**src/rtl/percept_mac_serial.sv**
```systemverilog
// Serial perceptron MAC: shifts in weight then data, executes opcode on acc.
// Define PERCEPT_SAT_EN to saturate acc on ADD/SUB/MAC overflow instead of wrapping.
module percept_mac_serial #(
    parameter int WIDTH     = 32,
    parameter int ACC_WIDTH = 64,
    parameter bit MSB_FIRST = 1'b1
) (
    input  logic                 clk,
    input  logic                 rst,
    input  logic                 rx,
    input  logic                 rx_vld,
    input  logic [2:0]           opcode,
    output logic                 tx,
    output logic                 tx_vld,
    output logic [ACC_WIDTH-1:0] acc,
    output logic                 busy,
    output logic                 done,
    output logic                 ovf
);
    localparam logic [2:0] S_IDLE      = 3'd0;
    localparam logic [2:0] S_SHIFT_W   = 3'd1;
    localparam logic [2:0] S_SHIFT_D   = 3'd2;
    localparam logic [2:0] S_EXEC      = 3'd3;
    localparam logic [2:0] S_SHIFT_OUT = 3'd4;

    localparam logic [2:0] OP_MUL  = 3'd1;
    localparam logic [2:0] OP_MAC  = 3'd2;
    localparam logic [2:0] OP_ADD  = 3'd3;
    localparam logic [2:0] OP_SUB  = 3'd4;
    localparam logic [2:0] OP_ACT  = 3'd5;
    localparam logic [2:0] OP_READ = 3'd6;
    localparam logic [2:0] OP_CLR  = 3'd7;

    localparam int CW = $clog2(ACC_WIDTH + 1);
    localparam logic [CW-1:0] W_LAST = CW'(WIDTH - 1);
    localparam logic [CW-1:0] A_LAST = CW'(ACC_WIDTH - 1);
    localparam int XW = ACC_WIDTH + 1;

    logic [2:0]           state_q, state_d;
    logic [CW-1:0]        cnt_q, cnt_d;
    logic [2:0]           op_q, op_d;
    logic [WIDTH-1:0]     w_q, w_d;
    logic [WIDTH-1:0]     d_q, d_d;
    logic [ACC_WIDTH-1:0] acc_q, acc_d;
    logic [ACC_WIDTH-1:0] sh_q, sh_d;
    logic                 ovf_q, ovf_d;
    logic                 done_q, done_d;

    logic [2*WIDTH-1:0]   w_ext, d_ext, prod;
    logic [XW-1:0]        acc_x, prod_x, d_x, sum_x;
    logic [ACC_WIDTH-1:0] res;
    logic                 arith, ovf_hit;

    function automatic logic [WIDTH-1:0] shin(input logic [WIDTH-1:0] v, input logic b);
        return MSB_FIRST ? {v[WIDTH-2:0], b} : {b, v[WIDTH-1:1]};
    endfunction

    // Operands are extended one bit past ACC_WIDTH so overflow shows as a sign-bit mismatch
    always_comb begin
        w_ext  = {{WIDTH{w_q[WIDTH-1]}}, w_q};
        d_ext  = {{WIDTH{d_q[WIDTH-1]}}, d_q};
        prod   = w_ext * d_ext;
        acc_x  = {acc_q[ACC_WIDTH-1], acc_q};
        prod_x = {{(XW-2*WIDTH){prod[2*WIDTH-1]}}, prod};
        d_x    = {{(XW-WIDTH){d_q[WIDTH-1]}}, d_q};
        arith  = (op_q == OP_MAC) || (op_q == OP_ADD) || (op_q == OP_SUB);
        sum_x  = acc_x;
        res    = acc_q;
        case (op_q)
            OP_MUL:  res = prod_x[ACC_WIDTH-1:0];
            OP_MAC:  sum_x = acc_x + prod_x;
            OP_ADD:  sum_x = acc_x + d_x;
            OP_SUB:  sum_x = acc_x - d_x;
            OP_ACT:  res = acc_q[ACC_WIDTH-1] ? '0 : acc_q;
            OP_CLR:  res = '0;
            default: res = acc_q;
        endcase
        ovf_hit = arith && (sum_x[XW-1] != sum_x[XW-2]);
        if (arith) begin
            res = sum_x[ACC_WIDTH-1:0];
`ifdef PERCEPT_SAT_EN
            if (ovf_hit) begin
                res = sum_x[XW-1] ? {1'b1, {(ACC_WIDTH-1){1'b0}}}
                                  : {1'b0, {(ACC_WIDTH-1){1'b1}}};
            end
`endif
        end
    end

    always_comb begin
        state_d = state_q;
        cnt_d   = cnt_q;
        op_d    = op_q;
        w_d     = w_q;
        d_d     = d_q;
        acc_d   = acc_q;
        sh_d    = sh_q;
        ovf_d   = ovf_q;
        done_d  = 1'b0;
        case (state_q)
            S_IDLE: begin
                if (rx_vld) begin
                    op_d    = opcode;
                    w_d     = shin(w_q, rx);
                    cnt_d   = CW'(1);
                    state_d = S_SHIFT_W;
                end
            end
            S_SHIFT_W: begin
                if (rx_vld) begin
                    w_d = shin(w_q, rx);
                    if (cnt_q == W_LAST) begin
                        cnt_d   = '0;
                        state_d = S_SHIFT_D;
                    end else begin
                        cnt_d = cnt_q + CW'(1);
                    end
                end
            end
            S_SHIFT_D: begin
                if (rx_vld) begin
                    d_d = shin(d_q, rx);
                    if (cnt_q == W_LAST) begin
                        cnt_d   = '0;
                        state_d = S_EXEC;
                    end else begin
                        cnt_d = cnt_q + CW'(1);
                    end
                end
            end
            S_EXEC: begin
                acc_d = res;
                if (op_q == OP_CLR) begin
                    ovf_d = 1'b0;
                end else if (ovf_hit) begin
                    ovf_d = 1'b1;
                end
                if (op_q == OP_READ) begin
                    sh_d    = acc_q;
                    state_d = S_SHIFT_OUT;
                end else begin
                    done_d  = 1'b1;
                    state_d = S_IDLE;
                end
            end
            S_SHIFT_OUT: begin
                sh_d = MSB_FIRST ? {sh_q[ACC_WIDTH-2:0], 1'b0}
                                 : {1'b0, sh_q[ACC_WIDTH-1:1]};
                if (cnt_q == A_LAST) begin
                    cnt_d   = '0;
                    done_d  = 1'b1;
                    state_d = S_IDLE;
                end else begin
                    cnt_d = cnt_q + CW'(1);
                end
            end
            default: state_d = S_IDLE;
        endcase
    end

    always_ff @(posedge clk) begin
        if (rst) begin
            state_q <= S_IDLE;
            cnt_q   <= '0;
            op_q    <= '0;
            w_q     <= '0;
            d_q     <= '0;
            acc_q   <= '0;
            sh_q    <= '0;
            ovf_q   <= 1'b0;
            done_q  <= 1'b0;
        end else begin
            state_q <= state_d;
            cnt_q   <= cnt_d;
            op_q    <= op_d;
            w_q     <= w_d;
            d_q     <= d_d;
            acc_q   <= acc_d;
            sh_q    <= sh_d;
            ovf_q   <= ovf_d;
            done_q  <= done_d;
        end
    end

    assign tx_vld = (state_q == S_SHIFT_OUT);
    assign tx     = tx_vld & (MSB_FIRST ? sh_q[ACC_WIDTH-1] : sh_q[0]);
    assign busy   = (state_q != S_IDLE);
    assign done   = done_q;
    assign ovf    = ovf_q;
    assign acc    = acc_q;
endmodule

```
**config.mk**
```make
export PLATFORM = sky130hd
export DESIGN_NAME = percept_mac_serial
export DESIGN_NICKNAME = d
export VERILOG_FILES = /design/src/rtl/percept_mac_serial.sv
export SDC_FILE = /design/constraint.sdc
export NUM_CORES = 2
export LEC_CHECK = 0
export CORE_MARGIN = 5
export CORE_UTILIZATION = 60
export CTS_BUF_LIST = sky130_fd_sc_hd__clkbuf_16
export DETAILED_ROUTE_END_ITERATION = 8
export PLACE_DENSITY = 0.91
export SETUP_SLACK_MARGIN = 0.05
export SYNTH_ARGS = -nofsm -noshare
export SYNTH_HDL_FRONTEND = slang
export SYNTH_SLANG_ARGS = --single-unit
export TNS_END_PERCENT = 1
```
**constraint.sdc**
```tcl
create_clock -name clk -period 12.4 [get_ports clk]
set_input_delay 1.86 -clock clk [delete_from_list [all_inputs] [get_ports clk]]
set_output_delay 1.86 -clock clk [all_outputs]
set_load 0.05 [all_outputs]
```
* Word level (Yosys, flattened, before mapping) *
Index checks and enable logic that the tools add are counted.

storage, ports and cells
  flip-flop bits (word level) = 207
  bits in latches = 0
  RAM bits = 0
  bits in read-only memories = 0
  input bits = 7
  output and inout bits = 69
  logic and storage cells = 84
  memories = 0

cells by class
  add/sub/neg operators = 4
  multipliers = 1
  divide/modulo/power cells = 0
  $lt $le $gt $ge = 0
  equal/unequal tests = 24
  shifts and indexed selects = 0
  mux-type cells = 24
  bitwise logic cells = 1
  reduce and logical (&&, ||, !) cells = 20

operator list
  operator               count
  $pmux W65 S3           1
  $pmux W64 S3           1
  $mux W64               2
  $pmux W64 S2           1
  $add A64 B32 Y65       1
  $add A64 B64 Y65       1
  $sub A64 B32 Y65       1
  $mul A32 B32 Y64       1
  $mux W63               1
  $mux W7                4
  $mux W3                7
  $pmux W7 S3            1
  $eq A3 B3 Y1 const B   5
  $pmux W3 S5            1
  $eq A3 B2 Y1 const B   4
  $ne A2 B2 Y1 const B   6
  $reduce_and A2 Y1      6
  $add A7 B1 Y7 const B  1
  $eq A7 B5 Y1 const B   1
  $eq A7 B6 Y1 const B   1
  $eq A3 B1 Y1 const B   2
  $reduce_and A6 Y1      1
  $reduce_bool A3 Y1     2
  $mux W1                4
  other kinds (14)       18

* Longest topological paths before layout *
  depth in word-level cells = 7
  mapped depth = 46
  mapped depth without buffers = 41

* Worst setup path before layout *
Ideal clock, no wire load.

  path kind = reg2reg
  start = register d_q[8]
  end = register ovf_q, in the netlist ovf
  library setup time = 0.079 ns
  arrival time = 11.449 ns
  data required time = 12.321 ns
  slack = 0.872 ns
  stages on the path, launching flop included = 44
  path buffers = 4
  clock period less this slack = 11.528 ns
  cells stage by stage = dfxtp_1 > clkbuf_1 > clkbuf_1 > nand2_1 > fa_1 > inv_1 > fa_1 > fa_1 > inv_1 > fa_1 > inv_1 > fa_1 > inv_1 > fa_1 > inv_1 > fa_1 > fa_1 > ha_1 > [... 8 more ...] > or4_1 > or2_2 > clkbuf_1 > xnor2_1 > o21ai_0 > ha_1 > and3_1 > a221oi_1 > o21ai_0 > a31oi_1 > o2bb2ai_1 > a21oi_1 > a21oi_1 > o21ai_0 > nor4_1 > nor3b_1 > or2_2 > o211ai_1

on the way
  longest elaborated chain between the ends = 7
  elaborated cells between the ends (all ways) = 9
  those cells by class = 3 x add/sub; 1 x mul; 1 x eq/ne; 1 x mux; 3 x reduce/logical

ends and longest elaborated chain
  element                           line  text
  start, declared                   43    logic [WIDTH-1:0] d_q, d_d;
  start signal, assigned            167   d_q <= '0;
  start signal, assigned            177   d_q <= d_d;
  $mul A32 B32 Y64                  62    prod = w_ext * d_ext;
  $add A64 B64 Y65                  71    OP_MAC: sum_x = acc_x + prod_x;
  $pmux W65 S3 (*)                  69    case (op_q)
  $ne A1 B1 Y1 (*)                  78    ovf_hit = arith && (sum_x[XW-1] != sum_x[XW-2]);
  $logic_and A1 B1 Y1 (*)           78
  $reduce_bool A2 Y1 (no line) (*)  --
  $reduce_and A2 Y1 (no line) (*)   --
  end signal, assigned              180   ovf_q <= ovf_d;
  end, declared                     46    logic ovf_q, ovf_d;

Mark *: on every way between the ends. The rest lies on a longest branch, timed or not.
A chain may end at the register's enable or synchronous reset.

* Worst setup path in the final report *
  start = register d_q[9]
  end = register ovf_q, in the netlist ovf

The elaborated chain is that of the path after synthesis.

==> impl_metrics.env <==
export IMPL_status="complete, no violations"
export IMPL_fp_dieW_um=303.6
export IMPL_fin_nets=7281
export IMPL_slew_headroom_pct=18.24
export IMPL_power_internal_mw=1.313
export IMPL_p_comb_share_pct=24.9
export IMPL_ys_types=82
export IMPL_finalSetupViolations=0
export IMPL_finalHoldViolCount=0
export IMPL_powerDensity_mw_per_mm2=35.76
export IMPL_cap_viol_max_count=0
export IMPL_syn_avg_cell_area_um2=8.619
export IMPL_fin_skew_ns=0.02831
export IMPL_hpwl_um=124400
export IMPL_arrival_ns=12.46
export IMPL_synth_top_area_share_pct=41.92
export IMPL_cpMostUsedCell="fa_1"
export IMPL_cts_made_buffers=25
export IMPL_track_usage_pct=33.88
export IMPL_drt_iter0_drc=4988
export IMPL_hold_path_class="register to register"
export IMPL_tritoncts="built"
export IMPL_ys_flop_type="dfxtp_1"
export IMPL_grt_pass1_vias=47360
export IMPL_p_sw_mw=0.6626
export IMPL_regToRegEndpoint="ovf"
export IMPL_setup_slack_ns=0.3901
export IMPL_clk_latency_ns=0.58
export IMPL_drt_wl_total_um=154500
export IMPL_finalMaxSlewViolations=0
export IMPL_max_stage_delay_ns=0.73
export IMPL_start_util_pct=60.55
export IMPL_holdPathEnd="cnt_q[2]"
export IMPL_netlist_top_cell_by_area="fa_1"
export IMPL_dp_worst_setup_slack_ns=0.08806
export IMPL_htree_num_levels=1
export IMPL_required_ns=12.85
export IMPL_swShare_pct=33.55
export IMPL_vias_per_cell=6.191
export IMPL_crit_fanout=18
export IMPL_hold_depth=2
export IMPL_synth_nets=7343
export IMPL_ys_top_cells_by_area="fa_1, dfxtp_1, inv_1, ha_1, and2_1"
export IMPL_first_pass_iters=8
export IMPL_cts_root_buf="clkbuf_16"
export IMPL_io_pins=76
export IMPL_portBuffers=75
export IMPL_yosys_warnings=0
export IMPL_tightest_slew_ns=1.219
export IMPL_worstSetupPathType="register to register"
export IMPL_via_count=43960
export IMPL_drc=0
export IMPL_min_period_ns=12.01
export IMPL_r2r_cells=41
export IMPL_p_clk_share_pct=40.6
export IMPL_clk_pin_slew_ns=0.06
export IMPL_die_area_mm2=0.09216
export IMPL_max_vdd_ir_drop_uv=107.9
export IMPL_synth_cells=6000
export IMPL_syn_to_final_growth_pct=6.820
export IMPL_p_seq_share_pct=34.5
export IMPL_hp_start="cnt_q[2]"
export IMPL_postRouteAntennaNets=0
export IMPL_drive_above_1_share_pct=6.565
export IMPL_start_kind="register"
export IMPL_cp_end_kind="register"
export IMPL_yosys_register_bits=207
export IMPL_crit_reg2reg_launch="d_q[9]"
export IMPL_power_mw=1.975
export IMPL_synth_edf_count=0
export IMPL_yosysSeqAreaShare_pct=8.013
export IMPL_fp_dieH_um=303.6
export IMPL_rows=107
export IMPL_cts_sink_count=207
export IMPL_rsz0062_at_grt="true"
export IMPL_gp_congestion=0.9786
export IMPL_clock_fmax_mhz=83.26
export IMPL_post_route_period_util_pct=96.85
export IMPL_rrSetupSlack_ns=0.39
export IMPL_wl_per_cell_um=21.75
export IMPL_overflow=0
export IMPL_core_mm2=0.08541
export IMPL_holdWs_ns=0.4949
export IMPL_antenna_found_initial=2
export IMPL_async_flop_share_pct=0
export IMPL_synth_area_mm2=0.05172
export IMPL_grt_max_degree=95
export IMPL_cts_path_max_buffers=3
export IMPL_leakagePower_nw=26.37
export IMPL_grt_pass1_wl_um=249500
export IMPL_crit_slowest_cell="or4b_2"
## cell usage after synthesis, types with 9 or more instances
master     number
fa_1         1083
inv_1         990
nand2_1       779
and2_1        503
clkbuf_1      364
nor2_1        308
ha_1          253
a21oi_1       227
dfxtp_1       207
o21ai_0       192
xnor2_1       109
a211oi_1       93
nor3_1         84
mux2i_1        77
a221oi_1       67
a21o_1         60
xor2_1         57
nand3_1        42
nand2b_1       39
or3_1          37
nand4_1        36
and3_1         35
o211ai_1       29
o21bai_1       24
o21a_1         22
buf_1          18
nor4_1         18
or2_2          17
a31oi_1        15
nor2b_1        14
o211a_1        11
o221ai_1       11
or4_1          10
a2111oi_0       9
## stage by stage
stage          util (%)  TNS [ns]  instances  cell area (um^2)
2_1_floorplan         -         0       6000             51720
3_3_place_gp      63.36         0       7051             54120
3_5_place_dp      63.36         0       7051             54120
4_1_cts           64.36         0       7096             54970
5_1_grt           64.67  -0.02979       7100             55240
6_report          64.68         0       7101             55240
## worst max-delay path by stage
| stage | end | slack (ns) | from | cells after the start |
|---|---|---|---|---|
| global route | ovf | -0.03 | d_q[9] | 41 |
| detailed placement | acc[61] | 0.09 | d_q[4] | 39 |
| CTS | ovf | 0.08 | d_q[20] | 38 |
| floorplan | ovf | 0.87 | d_q[8] | 43 |
| finish | ovf | 0.39 | d_q[9] | 41 |
| global placement | acc[61] | 0.23 | d_q[4] | 39 |
## area by class of cell
| class | instances | area (um^2) |
|---|---|---|
| Sequential cell | 207 | 4214 |
| Clock buffer | 25 | 625.6 |
| Inverter | 990 | 3716 |
| Clock inverter | 20 | 221.5 |
| Multi-Input combinational cell | 4416 | 42540 |
| Fill cell | 6563 | 30170 |
| Tap cell | 1144 | 1431 |
| Timing Repair Buffer | 298 | 2487 |
| Antenna cell | 1 | 2.502 |
## metal layers
layer / GRT usage, % / wire length [um] / share of wire [%] / vias to the layer above
met4: 15.56 / 8916 / 5.8 / 0
met3: 7.334 / 16560 / 11 / 754
met5: 0 / 0 / 0 / -
met2: 56.11 / 73350 / 47 / 2801
li1: - / - / - / 18700
met1: 42.96 / 55640 / 36 / 21710
## cell families (layout without fill, tap and decap cells)
group / count (synthesis) / in the layout / share of synthesized area [%]
and+or+nand+nor: 1968 / 1968 / 18.54
AOI/OAI and AO/OA: 869 / 869 / 11.06
adders and majority gates: 1336 / 1336 / 48.04
DFF: 207 / 207 / 8.013
buffers and inverters: 1377 / 1333 / 10.04
muxes: 77 / 77 / 1.490
other: 0 / 1 / 0
xor gates and xnor gates: 166 / 166 / 2.811
## power groups by stage
stage / sequential (mW) / combinational (mW) / clock (mW)
2_1_floorplan: 0.698 / 0.338 / 0
3_3_place_gp: 0.697 / 0.475 / 0
3_5_place_dp: 0.697 / 0.476 / 0
4_1_cts: 0.682 / 0.480 / 0.803
5_1_grt: 0.682 / 0.530 / 0.827
6_report: 0.682 / 0.492 / 0.802
## what timing repair did
action	4_1_cts	5_1_grt
endpoints found under the setup margin	2	18
buffers inserted	0	4
hold buffers	0	0
pin swaps	0	2
gates resized for setup	2	98
## cell usage in the layout (no fill, tap or decap), drive strengths merged, types with 84 or more instances in the layout
cell type | synthesis | routed
a211oi | 93 | 93
nor3 | 84 | 84
ha | 253 | 253
fa | 1083 | 1083
and2 | 505 | 505
a21oi | 227 | 227
nand2 | 779 | 779
nor2 | 308 | 308
dfxtp | 207 | 207
buf | 23 | 224
xnor2 | 109 | 109
o21ai | 200 | 200
inv | 990 | 996
## sequential cells by signal, summed over array words and instances, names as in the netlist
name     flops
state_q      3
op_q         3
acc         64
w_q         32
sh_q        64
done         1
ovf          1
cnt_q        7
d_q         32
## worst max-delay path, delay by kind of cell, from the launching register on
kind	cells	cell delay [ns]
AOI/OAI and AO/OA	13	2.59
buffers and inverters	9	1.29
adders and majority gates	10	5.05
DFF	1	0.48
and+or+nand+nor	8	2.31
xor gates and xnor gates	1	0.18
(Power assumes the default switching activity.)
